==> src/rtl/pipe_fetch_ctrl.sv <==
// Instruction fetch controller: one outstanding imem request,
// IF/ID register, one-entry hold buffer and delayed-branch redirect.
module pipe_fetch_ctrl (
  input  logic        clock,
  input  logic        reset,
  input  logic        stall,
  input  logic [1:0]  pcsource,
  input  logic [7:0]  bpc,
  input  logic [7:0]  jpc,
  input  logic [31:0] da,
  output logic        imem_req,
  output logic [5:0]  imem_addr,
  input  logic        imem_ack,
  input  logic [31:0] imem_rdata,
  output logic [7:0]  pc,
  output logic        id_valid,
  output logic [31:0] id_ins,
  output logic [7:0]  id_pc4,
  output logic        fetch_busy
);

  typedef enum logic {
    S_FETCH = 1'b0,
    S_HOLD  = 1'b1
  } state_t;

  state_t      state_q, state_d;
  logic [7:0]  pc_q, pc_d;
  logic        req_q, req_d;
  logic        valid_q, valid_d;
  logic [31:0] ins_q, ins_d;
  logic [7:0]  pc4_q, pc4_d;
  logic [31:0] hold_ins_q, hold_ins_d;
  logic [7:0]  hold_pc4_q, hold_pc4_d;
  logic        tgt_pend_q, tgt_pend_d;
  logic [7:0]  tgt_q, tgt_d;

  logic        ack_ok;
  logic        redir;
  logic [7:0]  tgt_raw;
  logic [7:0]  tgt_live;
  logic [7:0]  pc_inc;
  logic        unused_da;

  assign unused_da = ^da[31:8];

  // Redirect target select; word-aligned, sequential increment wraps at 256.
  always_comb begin
    tgt_raw = 8'h00;
    unique case (pcsource)
      2'd1:    tgt_raw = bpc;
      2'd2:    tgt_raw = da[7:0];
      2'd3:    tgt_raw = jpc;
      default: tgt_raw = 8'h00;
    endcase
    tgt_live = tgt_raw & 8'hFC;
    pc_inc   = pc_q + 8'd4;
    // An ack only counts against a request that was actually
    // visible on the bus the cycle before.
    ack_ok   = req_q & imem_ack;
    // The ID instruction leaves ID whenever stall is low, so this
    // condition is true at most once per ID instruction.
    redir    = valid_q & ~stall & (pcsource != 2'd0);
  end

  // Next-state, pc, IF/ID, hold buffer and pending-target logic.
  always_comb begin
    state_d    = state_q;
    pc_d       = pc_q;
    req_d      = req_q;
    valid_d    = valid_q;
    ins_d      = ins_q;
    pc4_d      = pc4_q;
    hold_ins_d = hold_ins_q;
    hold_pc4_d = hold_pc4_q;
    tgt_pend_d = tgt_pend_q;
    tgt_d      = tgt_q;
    unique case (state_q)
      S_FETCH: begin
        req_d = 1'b1;
        if (ack_ok) begin
          if (redir) begin
            pc_d       = tgt_live;
            tgt_pend_d = 1'b0;
          end else if (tgt_pend_q) begin
            pc_d       = tgt_q;
            tgt_pend_d = 1'b0;
          end else begin
            pc_d = pc_inc;
          end
          if (stall) begin
            hold_ins_d = imem_rdata;
            hold_pc4_d = pc_inc;
            state_d    = S_HOLD;
            req_d      = 1'b0;
          end else begin
            ins_d   = imem_rdata;
            pc4_d   = pc_inc;
            valid_d = 1'b1;
          end
        end else begin
          // Fetch still outstanding: it becomes the delay slot,
          // the target is applied when it completes.
          if (redir) begin
            tgt_d      = tgt_live;
            tgt_pend_d = 1'b1;
          end
          if (!stall) begin
            valid_d = 1'b0;
          end
        end
      end
      S_HOLD: begin
        req_d = 1'b0;
        if (!stall) begin
          ins_d   = hold_ins_q;
          pc4_d   = hold_pc4_q;
          valid_d = 1'b1;
          state_d = S_FETCH;
          req_d   = 1'b1;
          // The held word is the delay slot and no fetch is in
          // flight, so the target can go straight into pc.
          if (redir) begin
            pc_d = tgt_live;
          end
        end
      end
      default: begin
        state_d = S_FETCH;
      end
    endcase
  end

  // State registers with synchronous reset.
  always_ff @(posedge clock) begin
    if (reset) begin
      state_q    <= S_FETCH;
      pc_q       <= 8'h00;
      req_q      <= 1'b0;
      valid_q    <= 1'b0;
      ins_q      <= 32'h0;
      pc4_q      <= 8'h00;
      hold_ins_q <= 32'h0;
      hold_pc4_q <= 8'h00;
      tgt_pend_q <= 1'b0;
      tgt_q      <= 8'h00;
    end else begin
      state_q    <= state_d;
      pc_q       <= pc_d;
      req_q      <= req_d;
      valid_q    <= valid_d;
      ins_q      <= ins_d;
      pc4_q      <= pc4_d;
      hold_ins_q <= hold_ins_d;
      hold_pc4_q <= hold_pc4_d;
      tgt_pend_q <= tgt_pend_d;
      tgt_q      <= tgt_d;
    end
  end

  assign imem_req   = req_q;
  assign imem_addr  = pc_q[7:2];
  assign pc         = pc_q;
  assign id_valid   = valid_q;
  assign id_ins     = ins_q;
  assign id_pc4     = pc4_q;
  assign fetch_busy = (state_q == S_FETCH);

endmodule

==> config.mk <==
export PLATFORM = sky130hd
export DESIGN_NAME = pipe_fetch_ctrl
export DESIGN_NICKNAME = d
export VERILOG_FILES = /design/src/rtl/pipe_fetch_ctrl.sv
export SDC_FILE = /design/constraint.sdc
export NUM_CORES = 1
export LEC_CHECK = 0
export ABC_CLOCK_PERIOD_IN_PS = 1800
export BUFFER_PORTS_ARGS = -buffer_cell sky130_fd_sc_hd__buf_2
export CAP_MARGIN = 20
export CORE_MARGIN = 3
export CORE_UTILIZATION = 40
export CTS_CLUSTER_DIAMETER = 50
export DETAILED_ROUTE_END_ITERATION = 8
export PLACE_DENSITY = 0.76
export SETUP_SLACK_MARGIN = 0.5
export SLEW_MARGIN = 10
export SYNTH_ARGS = -nofsm -noshare
export SYNTH_HDL_FRONTEND = slang
export SYNTH_SLANG_ARGS = --single-unit
==> constraint.sdc <==
create_clock -name clock -period 1.8 [get_ports clock]
set_input_delay 0.36 -clock clock [delete_from_list [all_inputs] [get_ports clock]]
set_output_delay 0.36 -clock clock [all_outputs]
set_load 0.01 [all_outputs]
# After elaboration in Yosys (flattened, before gate mapping)
# Index checks and enable logic that the tools add are counted.
# op_classes
add_sub_neg	1
eq_ne	8
n_mux	27
bitwise_logic	6
n_reduce_logical	7
# op_table
operator	count
2-to-1 mux 32 bit	3
2-to-1 mux 8 bit	8
one-hot mux 32 bit (2 select lines)	1
one-hot mux 8 bit (2 select lines)	2
one-hot mux 8 bit (3 select lines)	1
AND reduction 3 bit	4
2-to-1 mux 1 bit	9
adder 8 x 3 -> 8 bit, second input constant	1
one-hot mux 1 bit (2 select lines)	3
equality test 2 bit, second input constant	2
!= test 2 x 1 -> 1 bit, second input constant	2
!= test 2 bit, second input constant	2
nonzero test 2 bit	2
bitwise AND 1 bit	3
!= test 3 x 2 -> 1 bit, second input constant	1
inverter 1 bit	3
equality test 2 x 1 -> 1 bit, second input constant	1
AND reduction 2 bit	1
# totals
reg_bits	98
elab_cells	59

# Logic depth before layout (Yosys ltp)
# Gate-level depths: netlist of the first run.
# logic_depth
ltp_word	6
mapped_depth	6
depth_no_buf	5

# Worst setup path before layout of the first run
# Ideal clock, no wire load.
# synth_path
path_kind	register -> register
from	register pc_q[2], in the netlist pc[2]
to	register pc_q[6], in the netlist pc[6]
setup_time_ns	0.086
t_arrival_ns	1.299
path_slack_ns	0.415
stages_incl_launch_ff	6
path_cell_list	dfxtp_1 ha_1 nand3_1 xnor2_1 mux2i_1 a211oi_1
# synth_via
elab_chain_len	5
# synth_lines
item	line	text
from (decl)	28	logic [7:0] pc_q, pc_d;
from (signal assigned)	149	pc_q <= pc_d;
adder 8 x 3 -> 8 bit	57	pc_inc = pc_q + 8'd4;
2-to-1 mux 8 bit	85	end else if (tgt_pend_q) begin
2-to-1 mux 8 bit	82	if (redir) begin
2-to-1 mux 8 bit	81	if (ack_ok) begin
one-hot mux 8 bit (2 select lines)	78	unique case (state_q)
# Every way passes these cells. The select of a mux whose other input is x is not followed.
# A chain may end at the register's enable or synchronous reset.

# Worst setup path in the final report of the first run
# layout_path
from	register state_q
to	register hold_pc4_q[7]
# layout_via
elab_chain_len	2
# layout_lines
item	line	text
from (decl)	27	state_t state_q, state_d;
from (signal assigned)	148	state_q <= state_d;
inverter 1 bit	-	
AND reduction 3 bit (no source line)	-	
to (signal assigned)	155	hold_pc4_q <= hold_pc4_d;
to (decl)	34	logic [7:0] hold_pc4_q, hold_pc4_d;
# Every way passes these cells.

==> results.json, run 1 <==
{
  "status": "completed",
  "r2r_start": "state_q",
  "dp.final_hpwl_microns": 7220,
  "total_power_uw": 4880,
  "ys_seq_area_frac": 0.456,
  "rsz0062_at_grt": "true",
  "ys.flop_type": "dfxtp_1",
  "cap_violations": 0,
  "synthArstFlopShare": 0,
  "synthTopCellsByCount": "92 x dfxtp_1, 73 x nand2_1, 56 x nor2_1",
  "synth.avg_cell_area_sq_um": 8.80,
  "power_frac_comb": 0.180,
  "fp.dieW_microns": 106,
  "min_from": "imem_rdata[16]",
  "grt_pass1_vias": 3550,
  "h-tree-depth": 3,
  "tightest_slew_ns": 0.512,
  "portBuffers": 108,
  "holdPathEnd": "hold_ins_q[16]",
  "crit_type": "flop to flop",
  "synth_top_area_share": 0.456,
  "drive_gt1_frac": 0.437,
  "vias": 3810,
  "slew-limit-headroom": 0.659,
  "place.gp.congestion": 0.848,
  "p_int_uw": 3620,
  "yosysUniqueCellTypes": 40,
  "max_freq_mhz": 723,
  "grt_pass1_wl_microns": 16900,
  "fin_ws_ns": 0.416,
  "clkSinkCount": 92,
  "fin_crit_ns": 1.38,
  "timing.rr.end": "hold_pc4_q[7]",
  "num_rows": 36,
  "drtIter0Drc": 219,
  "slew_violations": 0,
  "peakVddDrop_mv": 0.522,
  "antenna_found_initial": 0,
  "clock_latency_ns": 0.35,
  "synth_area_leader_cell": "dfxtp_1",
  "rrSetupSlack_ns": 0.42,
  "worstSetupStartpointType": "flop",
  "timing.final.crit_share": 0.769,
  "seqPwrFrac": 0.458,
  "fin_setup_tns_ns": 0,
  "path_clk_slew_ns": 0.09,
  "final.fill_count": 853,
  "crit_chain": "buf_8, nand4b_1, buf_6, nor3_2, nor3_1",
  "pre_cts_ws_ns": 0.195,
  "ff2ff_path_depth": 5,
  "cts_tree": "yes",
  "yosysMostFrequentCell": "dfxtp_1",
  "pin_count": 143,
  "synth_edf_count": 0,
  "nets": 674,
  "cp.arrival_ns": 1.59,
  "grt-ovfl-total": 0,
  "die_y_microns": 106,
  "area_growth_pct": 42.8,
  "ys_ff_latch": 92,
  "start_util": 0.413,
  "leakage_uw": 0.00228,
  "hold_viol_final": 0,
  "clockBufferDepth": 2,
  "hp-class": "primary input to flop",
  "routed_wl_microns": 11900,
  "clock_power_share": 0.362,
  "grt_max_degree": 52,
  "p_sw_uw": 1260,
  "critPathMaxFanout": 9,
  "wl_per_cell_microns": 16.5,
  "required_ns": 2.01,
  "core_area_sq_um": 9770,
  "insertedDiodeCount": 0,
  "powerDensity_nw_per_um2": 846,
  "netlist_area_sq_um": 4040,
  "first_pass_iters": 4,
  "netlist_instances": 459,
  "yosys_warnings": 0,
  "numCtsBuffers": 9,
  "end_kind": "flop",
  "cts_root_buf": "clkbuf_8",
  "drcViolationCount": 0,
  "timing.critical_path.slowest_cell_delay_ns": 0.39,
  "holdPathStages": 3,
  "slowest_stage": "dfxtp_4",
  "fin_skew_ns": 0.0111,
  "ant_nets": 0,
  "die_area_sq_um": 11300,
  "synth_area_leaders": "dfxtp_1 46%, mux2i_1 8.9%, a211oi_1 8.7%, nand2_1 6.8%, a21oi_1 5.6%",
  "track_usage": 0.181,
  "swShare": 0.258,
  "vias_per_cell": 5.26,
  "finalSetupViolCount": 0
}
==> power groups by stage <==
stage / clock network (uW) / registers, uW / logic (uW)
global route: 1860 / 2250 / 958
CTS: 1790 / 2230 / 706
detailed placement: 0 / 2270 / 654
global placement: 0 / 2260 / 627
floorplan: 0 / 2290 / 408
finish: 1770 / 2230 / 880
==> per-stage QoR <==
| stage | cell area (sq um) | cells | util | hold slack [ns] |
|---|---|---|---|---|
| floorplan | 4070 | 462 | - | 0.436 |
| global route | 5760 | 724 | 0.590 | 0.238 |
| detailed placement | 4650 | 673 | 0.475 | 0.446 |
| finish | 5760 | 724 | 0.590 | 0.250 |
| global placement | 4650 | 673 | 0.475 | 0.437 |
| CTS | 5130 | 702 | 0.525 | 0.230 |
==> sequential cells by signal (all words and copies together), names as in the netlist <==
register    flops
hold_ins_q     32
hold_pc4_q      6
id_ins         32
id_pc4          6
id_valid        1
imem_req        1
pc              6
state_q         1
tgt_pend_q      1
tgt_q           6
==> final cells by class <==
| class | instances | area [sq um] | area share |
|---|---|---|---|
| flip-flops and latches | 92 | 1870 | 0.324 |
| clock inverters | 5 | 125 | 0.0217 |
| well taps | 133 | 166 | 0.0289 |
| multi-input cells | 323 | 2300 | 0.399 |
| repair buffers | 159 | 1160 | 0.201 |
| clock buffers | 10 | 128 | 0.0221 |
| inverters | 2 | 12.5 | 0.00217 |
==> per-layer routing <==
layer  wire length [microns]  share of wire  GRT usage
met1                    5090           0.43      0.218
met2                    6030           0.51      0.325
met3                     665          0.056     0.0461
met4                     155          0.013     0.0393
met5                       0              0          0
==> critical path, delay by kind of cell, from the launching register on <==
family        cells  cell delay (ns)
buf+inv           2             0.34
simple gates      3             0.51
flops             1             0.39
==> worst max-delay path by stage <==
stage / start / end / cells past startpoint
2_1_floorplan: imem_ack / hold_ins_q[0] / 6
3_3_place_gp: imem_ack / hold_pc4_q[4] / 6
3_5_place_dp: imem_ack / tgt_q[6] / 5
4_1_cts: state_q / hold_pc4_q[7] / 5
5_1_grt: state_q / hold_pc4_q[7] / 5
6_report: state_q / hold_pc4_q[7] / 5
==> layout by cell type, fill, tap and decap left out, types with 4 or more instances in the layout <==
cell type,netlist,final
a211oi_1,47,36
a211oi_2,0,11
a21o_1,4,4
a21oi_1,45,30
a21oi_2,1,15
a22oi_1,6,6
buf_12,0,4
buf_2,11,105
buf_4,19,27
buf_6,0,14
bufinv_16,0,4
clkbuf_16,0,6
clkbuf_8,0,9
conb_1,1,4
dfxtp_1,92,82
dfxtp_2,0,4
dfxtp_4,0,6
mux2_2,6,6
mux2i_1,36,36
nand2_1,73,58
nand2_4,0,12
nor2_1,56,53
nor2b_1,4,4
nor3_1,8,4
==> cells by family after synthesis <==
kind of cell             after synthesis  synth area share
AO/OA/AOI/OAI                        114             0.192
AND/OR/NAND/NOR                      159             0.171
adder cells (fa/ha/maj)                1           0.00310
XOR/XNOR                               3           0.00651
multiplexers                          42             0.106
other                                  1          0.000929
flip-flops                            92             0.456
buffers and inverters                 47            0.0648
==> what timing repair did <==
action,CTS,global route
cloned,1,7
hold buffers,0,0
gates resized for setup,31,91
endpoints found under the hold margin,0,0
setup buffers,13,15
endpoints found under the setup margin,80,86
pin swaps,5,35
(Power assumes the default switching activity.)
==> run 2, diff against run 1 <==
- ABC_CLOCK_PERIOD_IN_PS: 1800 -> 1400
- clock period: 1.8 -> 1.4 ns (I/O delays scaled with it)
==> results.json, run 2 (synthesized netlist as in run 1, its figures left out) <==
{
  "num_rows": 36,
  "clock_latency_ns": 0.36,
  "crit_chain": "buf_6, a21oi_4, nor2_4, buf_12, buf_8, o211ai_1, a21oi_1",
  "end_kind": "flop",
  "clkSinkCount": 92,
  "cts_root_buf": "clkbuf_8",
  "wl_per_cell_microns": 21.5,
  "worstSetupStartpointType": "flop",
  "r2r_start": "state_q",
  "grt_pass1_wl_microns": 19700,
  "clockBufferDepth": 2,
  "routed_wl_microns": 16800,
  "drtIter0Drc": 318,
  "slew_violations": 0,
  "status": "complete, but fails checks",
  "h-tree-depth": 3,
  "timing.final.crit_share": 1.05,
  "drive_gt1_frac": 0.743,
  "powerDensity_nw_per_um2": 888,
  "numCtsBuffers": 9,
  "mostFrequentLayoutCell": "buf_6",
  "startpoint": "state_q",
  "start_util": 0.413,
  "track_usage": 0.218,
  "ant_nets": 0,
  "insertedDiodeCount": 0,
  "required_ns": 1.67,
  "fin_crit_ns": 1.47,
  "drcViolationCount": 0,
  "pin_count": 143,
  "dp.final_hpwl_microns": 7130,
  "fin_ws_ns": -0.0721,
  "hp-class": "primary input to flop",
  "peakVddDrop_mv": 0.690,
  "finalSetupViolCount": 16,
  "rsz0062_at_grt": "true",
  "first_pass_iters": 5,
  "slowest_stage": "dfxtp_4",
  "area_growth_pct": 84.3,
  "leakage_uw": 0.00295,
  "path_clk_slew_ns": 0.10,
  "max_freq_mhz": 679,
  "die_area_sq_um": 11300,
  "crit_buf_inv": 3,
  "fin_area_sq_um": 7440,
  "core_area_sq_um": 9770,
  "nets": 729,
  "vias_per_cell": 5.58,
  "fp.dieW_microns": 106,
  "timing.critical_path.slowest_cell_delay_ns": 0.39,
  "portBuffers": 108,
  "place_area_sq_um": 4950,
  "grt_max_degree": 38,
  "layout_common_cells": "79 x buf_6, 55 x buf_2, 50 x buf_4",
  "antenna_found_initial": 0,
  "cp.arrival_ns": 1.75,
  "cpLargestDelayFamily": "buffers and inverters",
  "die_y_microns": 106,
  "critPathMaxFanout": 8,
  "min_from": "imem_rdata[13]",
  "grt_pass1_vias": 4032,
  "vias": 4354,
  "crit_type": "flop to flop",
  "grt-ovfl-total": 0,
  "whs_ns": 0.172,
  "place.gp.congestion": 0.808,
  "cap_violations": 0,
  "fin_skew_ns": 0.00792,
  "cts_tree": "yes",
  "rrSetupSlack_ns": -0.07,
  "hold_viol_final": 0,
  "violations": "setup timing",
  "final_util": 0.761
}
## run 2: worst min-delay path: cells and delay by family
kind / cells / cell delay, ns
AO/OA/AOI/OAI: 1 / 0.04
buffers and inverters: 1 / 0.12
AND/OR/NAND/NOR: 1 / 0.06
## run 2: per-layer routing
metal,up-vias,share of wire,GRT usage
li1,1957,-,-
met1,2187,0.38,0.261
met2,163,0.53,0.381
met3,47,0.059,0.0486
met4,0,0.029,0.0858
met5,-,0,0
## run 2: metrics by stage
step                      power, uW  cells  setup slack [ns]  setup TNS, ns
after floorplan                3520    462             0.113              0
after global placement         3830    684            0.0274              0
after detailed placement       3860    684           -0.0243        -0.0352
after CTS                      6110    738            0.0919              0
after global routing           6810    780            -0.131          -1.36
final                          6610    780           -0.0721         -0.390
## run 2: what timing repair did
action / CTS / global route
pin swaps: 55 / 60
gates cloned: 7 / 8
buffers inserted: 31 / 34
endpoints found under the setup margin: 145 / 145
resized for setup: 215 / 171
hold buffers: 0 / 0
## run 2: final timing paths
| check | end | depth (start not counted) |
|---|---|---|
| setup / recovery | id_pc4[4] | 7 |
| hold / removal | hold_ins_q[13] | 3 |
| setup reg to reg | id_pc4[4] | 7 |
| hold reg to reg | hold_ins_q[5] | 2 |
## run 2: cell type report
| cell class | count | area (sq um) |
|---|---|---|
| flip-flops and latches | 92 | 1930 |
| inverters | 2 | 7.51 |
| well taps | 133 | 166 |
| fillers | 570 | 2330 |
| repair buffers | 214 | 2170 |
| clock buffers | 10 | 138 |
| clock inverters | 6 | 72.6 |
| multi-input cells | 323 | 2970 |
## run 2: power breakdown
| group | total [uW] | internal [uW] | switching, uW | leakage (uW) |
|---|---|---|---|---|
| combinational | 1780 | 916 | 862 | 0.00207 |
| clock | 1910 | 891 | 1020 | 0.000103 |
| sequential | 2920 | 2770 | 151 | 0.000773 |
==> run 3, diff against run 2 <==
- ABC_AREA: unset -> 1
- CORE_UTILIZATION: 40 -> 50
- PLACE_DENSITY: 0.76 -> 0.9
==> results.json, run 3 <==
{
  "wl_per_cell_microns": 20.0,
  "ys_ff_latch": 92,
  "yosysUniqueCellTypes": 32,
  "yosys_warnings": 0,
  "fin_area_sq_um": 6420,
  "leakage_uw": 0.00295,
  "drcViolationCount": 0,
  "routed_wl_microns": 16600,
  "use_met3": 0.0704,
  "violations": "setup timing",
  "synth.avg_cell_area_sq_um": 7.18,
  "layout_common_cells": "109 x nand2_1, 73 x nor2_1, 62 x buf_6",
  "synth_top_area_share": 0.441,
  "netlist_area_sq_um": 4170,
  "netlist_instances": 581,
  "max_freq_mhz": 701,
  "cp.arrival_ns": 1.71,
  "fin_skew_ns": 0.0162,
  "timing.final.crit_share": 1.02,
  "ant_nets": 0,
  "clkSinkCount": 92,
  "required_ns": 1.68,
  "ys.flop_type": "dfxtp_1",
  "start_util": 0.527,
  "grt-ovfl-total": 0,
  "worstSetupStartpointType": "flop",
  "nets": 806,
  "status": "complete, but fails checks",
  "place_area_sq_um": 4850,
  "postCtsHoldBufs": 0,
  "antenna_found_initial": 1,
  "busiest_layer": "met2",
  "critPathMaxFanout": 7,
  "hold_viol_final": 0,
  "cts_root_buf": "clkbuf_8",
  "mostFrequentLayoutCell": "nand2_1",
  "post_synth_mux_area_share": 0,
  "use_met1": 0.329,
  "synth_compound_area_frac": 0.195,
  "synth_area_leader_cell": "dfxtp_1",
  "pin_count": 143,
  "synthAdderAreaFrac": 0.00300,
  "grt_pass1_vias": 4346,
  "place.gp.congestion": 0.861,
  "pre_cts_ws_ns": 0.0709,
  "crit_type": "flop to flop",
  "core_area_sq_um": 7930,
  "synthArstFlopShare": 0,
  "die_area_sq_um": 9480,
  "fin_crit_ns": 1.43,
  "num_rows": 32,
  "end_kind": "flop",
  "yosysMostFrequentCell": "nand2_1",
  "rsz0062_at_grt": "true",
  "synth-simple-area-share": 0.253,
  "fp.dieW_microns": 97.4,
  "final.fill_count": 422,
  "fin_ws_ns": -0.0260,
  "area_growth_pct": 53.8,
  "powerDensity_nw_per_um2": 939,
  "grt_max_degree": 52,
  "ys_seq_area_frac": 0.441,
  "track_usage": 0.270,
  "slew_violations": 0,
  "first_pass_iters": 6,
  "drive_gt1_frac": 0.446,
  "hp-class": "primary input to flop",
  "synth_edf_count": 0,
  "drtIter0Drc": 535,
  "path_clk_slew_ns": 0.10,
  "peakVddDrop_mv": 0.753,
  "vias": 4964,
  "grt_pass1_wl_microns": 21100,
  "vias_per_cell": 6.00,
  "synth-xor-area-share": 0.00210,
  "h-tree-depth": 3,
  "finalSetupViolCount": 2,
  "synth_top_family_by_area": "simple AND/OR/NAND/NOR gates",
  "grt_use_met2": 0.464,
  "numCtsBuffers": 9,
  "clockBufferDepth": 2,
  "dp.final_hpwl_microns": 7220,
  "portBuffers": 108,
  "die_y_microns": 97.4,
  "cap_violations": 0,
  "cts_tree": "yes",
  "synth_area_leaders": "dfxtp_1 44%, nand2_1 11%, o21ai_0 10%, nor2_1 8.0%, a21oi_1 4.6%",
  "final_util": 0.810,
  "clock_latency_ns": 0.38,
  "synthTopCellsByCount": "117 x nand2_1, 92 x dfxtp_1, 89 x nor2_1"
}
[run 3: per-stage QoR]
stage / std cells / total power [uW] / TNS, ns / hold slack [ns]
global placement: 762 / 3720 / 0 / 0.454
floorplan: 584 / 3490 / 0 / 0.353
CTS: 808 / 5730 / 0 / 0.145
global route: 827 / 6260 / -0.211 / 0.130
finish: 827 / 6030 / -0.0359 / 0.143
detailed placement: 762 / 3760 / 0 / 0.458
[run 3: cell families after synthesis]
logic type	count (synthesis)
buf+inv	91
compound gates	145
simple gates	250
other cells	1
fa+ha+maj	1
xor+xnor	1
flops	92
[run 3: routing by layer]
| metal | share of wire | wire, microns |
|---|---|---|
| met1 | 0.35 | 5860 |
| met3 | 0.099 | 1640 |
| met2 | 0.48 | 7950 |
| met5 | 0 | 0 |
| met4 | 0.067 | 1120 |
[run 3: critical path: stages (launching register included)]
cell and delay [ns]:
dfxtp_4 0.38, buf_6 0.13, nor2_4 0.20, buf_6 0.17
nand2_8 0.08, inv_8 0.08, o21ai_1 0.10, a21oi_1 0.20
[run 3: final timing paths]
path | startpoint | endpoint | slack [ns] | cells past startpoint
max | state_q | tgt_q[2] | -0.03 | 7
min | imem_rdata[24] | hold_ins_q[24] | 0.14 | 3
max reg2reg | state_q | tgt_q[2] | -0.03 | 7
min reg2reg | tgt_q[6] | tgt_q[6] | 0.49 | 2
[run 3: layout make-up]
cell class / count / area, sq um / share of cell area
Multi-Input combinational cell: 403 / 2280 / 0.355
Sequential cell: 92 / 1920 / 0.299
Timing Repair Buffer: 166 / 1700 / 0.265
Inverter: 47 / 210 / 0.0327
Tap cell: 102 / 128 / 0.0199
Clock buffer: 9 / 124 / 0.0193
Clock inverter: 7 / 58.8 / 0.00916
Antenna cell: 1 / 2.50 / 0.000390
[run 3: what timing repair did]
item                                    4_1_cts  5_1_grt
resized for setup                           117      109
cloned                                        8        5
endpoints found under the setup margin      143      145
buffers inserted                             22       13
pin swaps                                    12       14
[run 3: power breakdown]
part / internal [uW] / total [uW] / switching [uW]
Clock: 673 / 1750 / 1080
Sequential: 2780 / 2920 / 137
Combinational: 653 / 1370 / 712
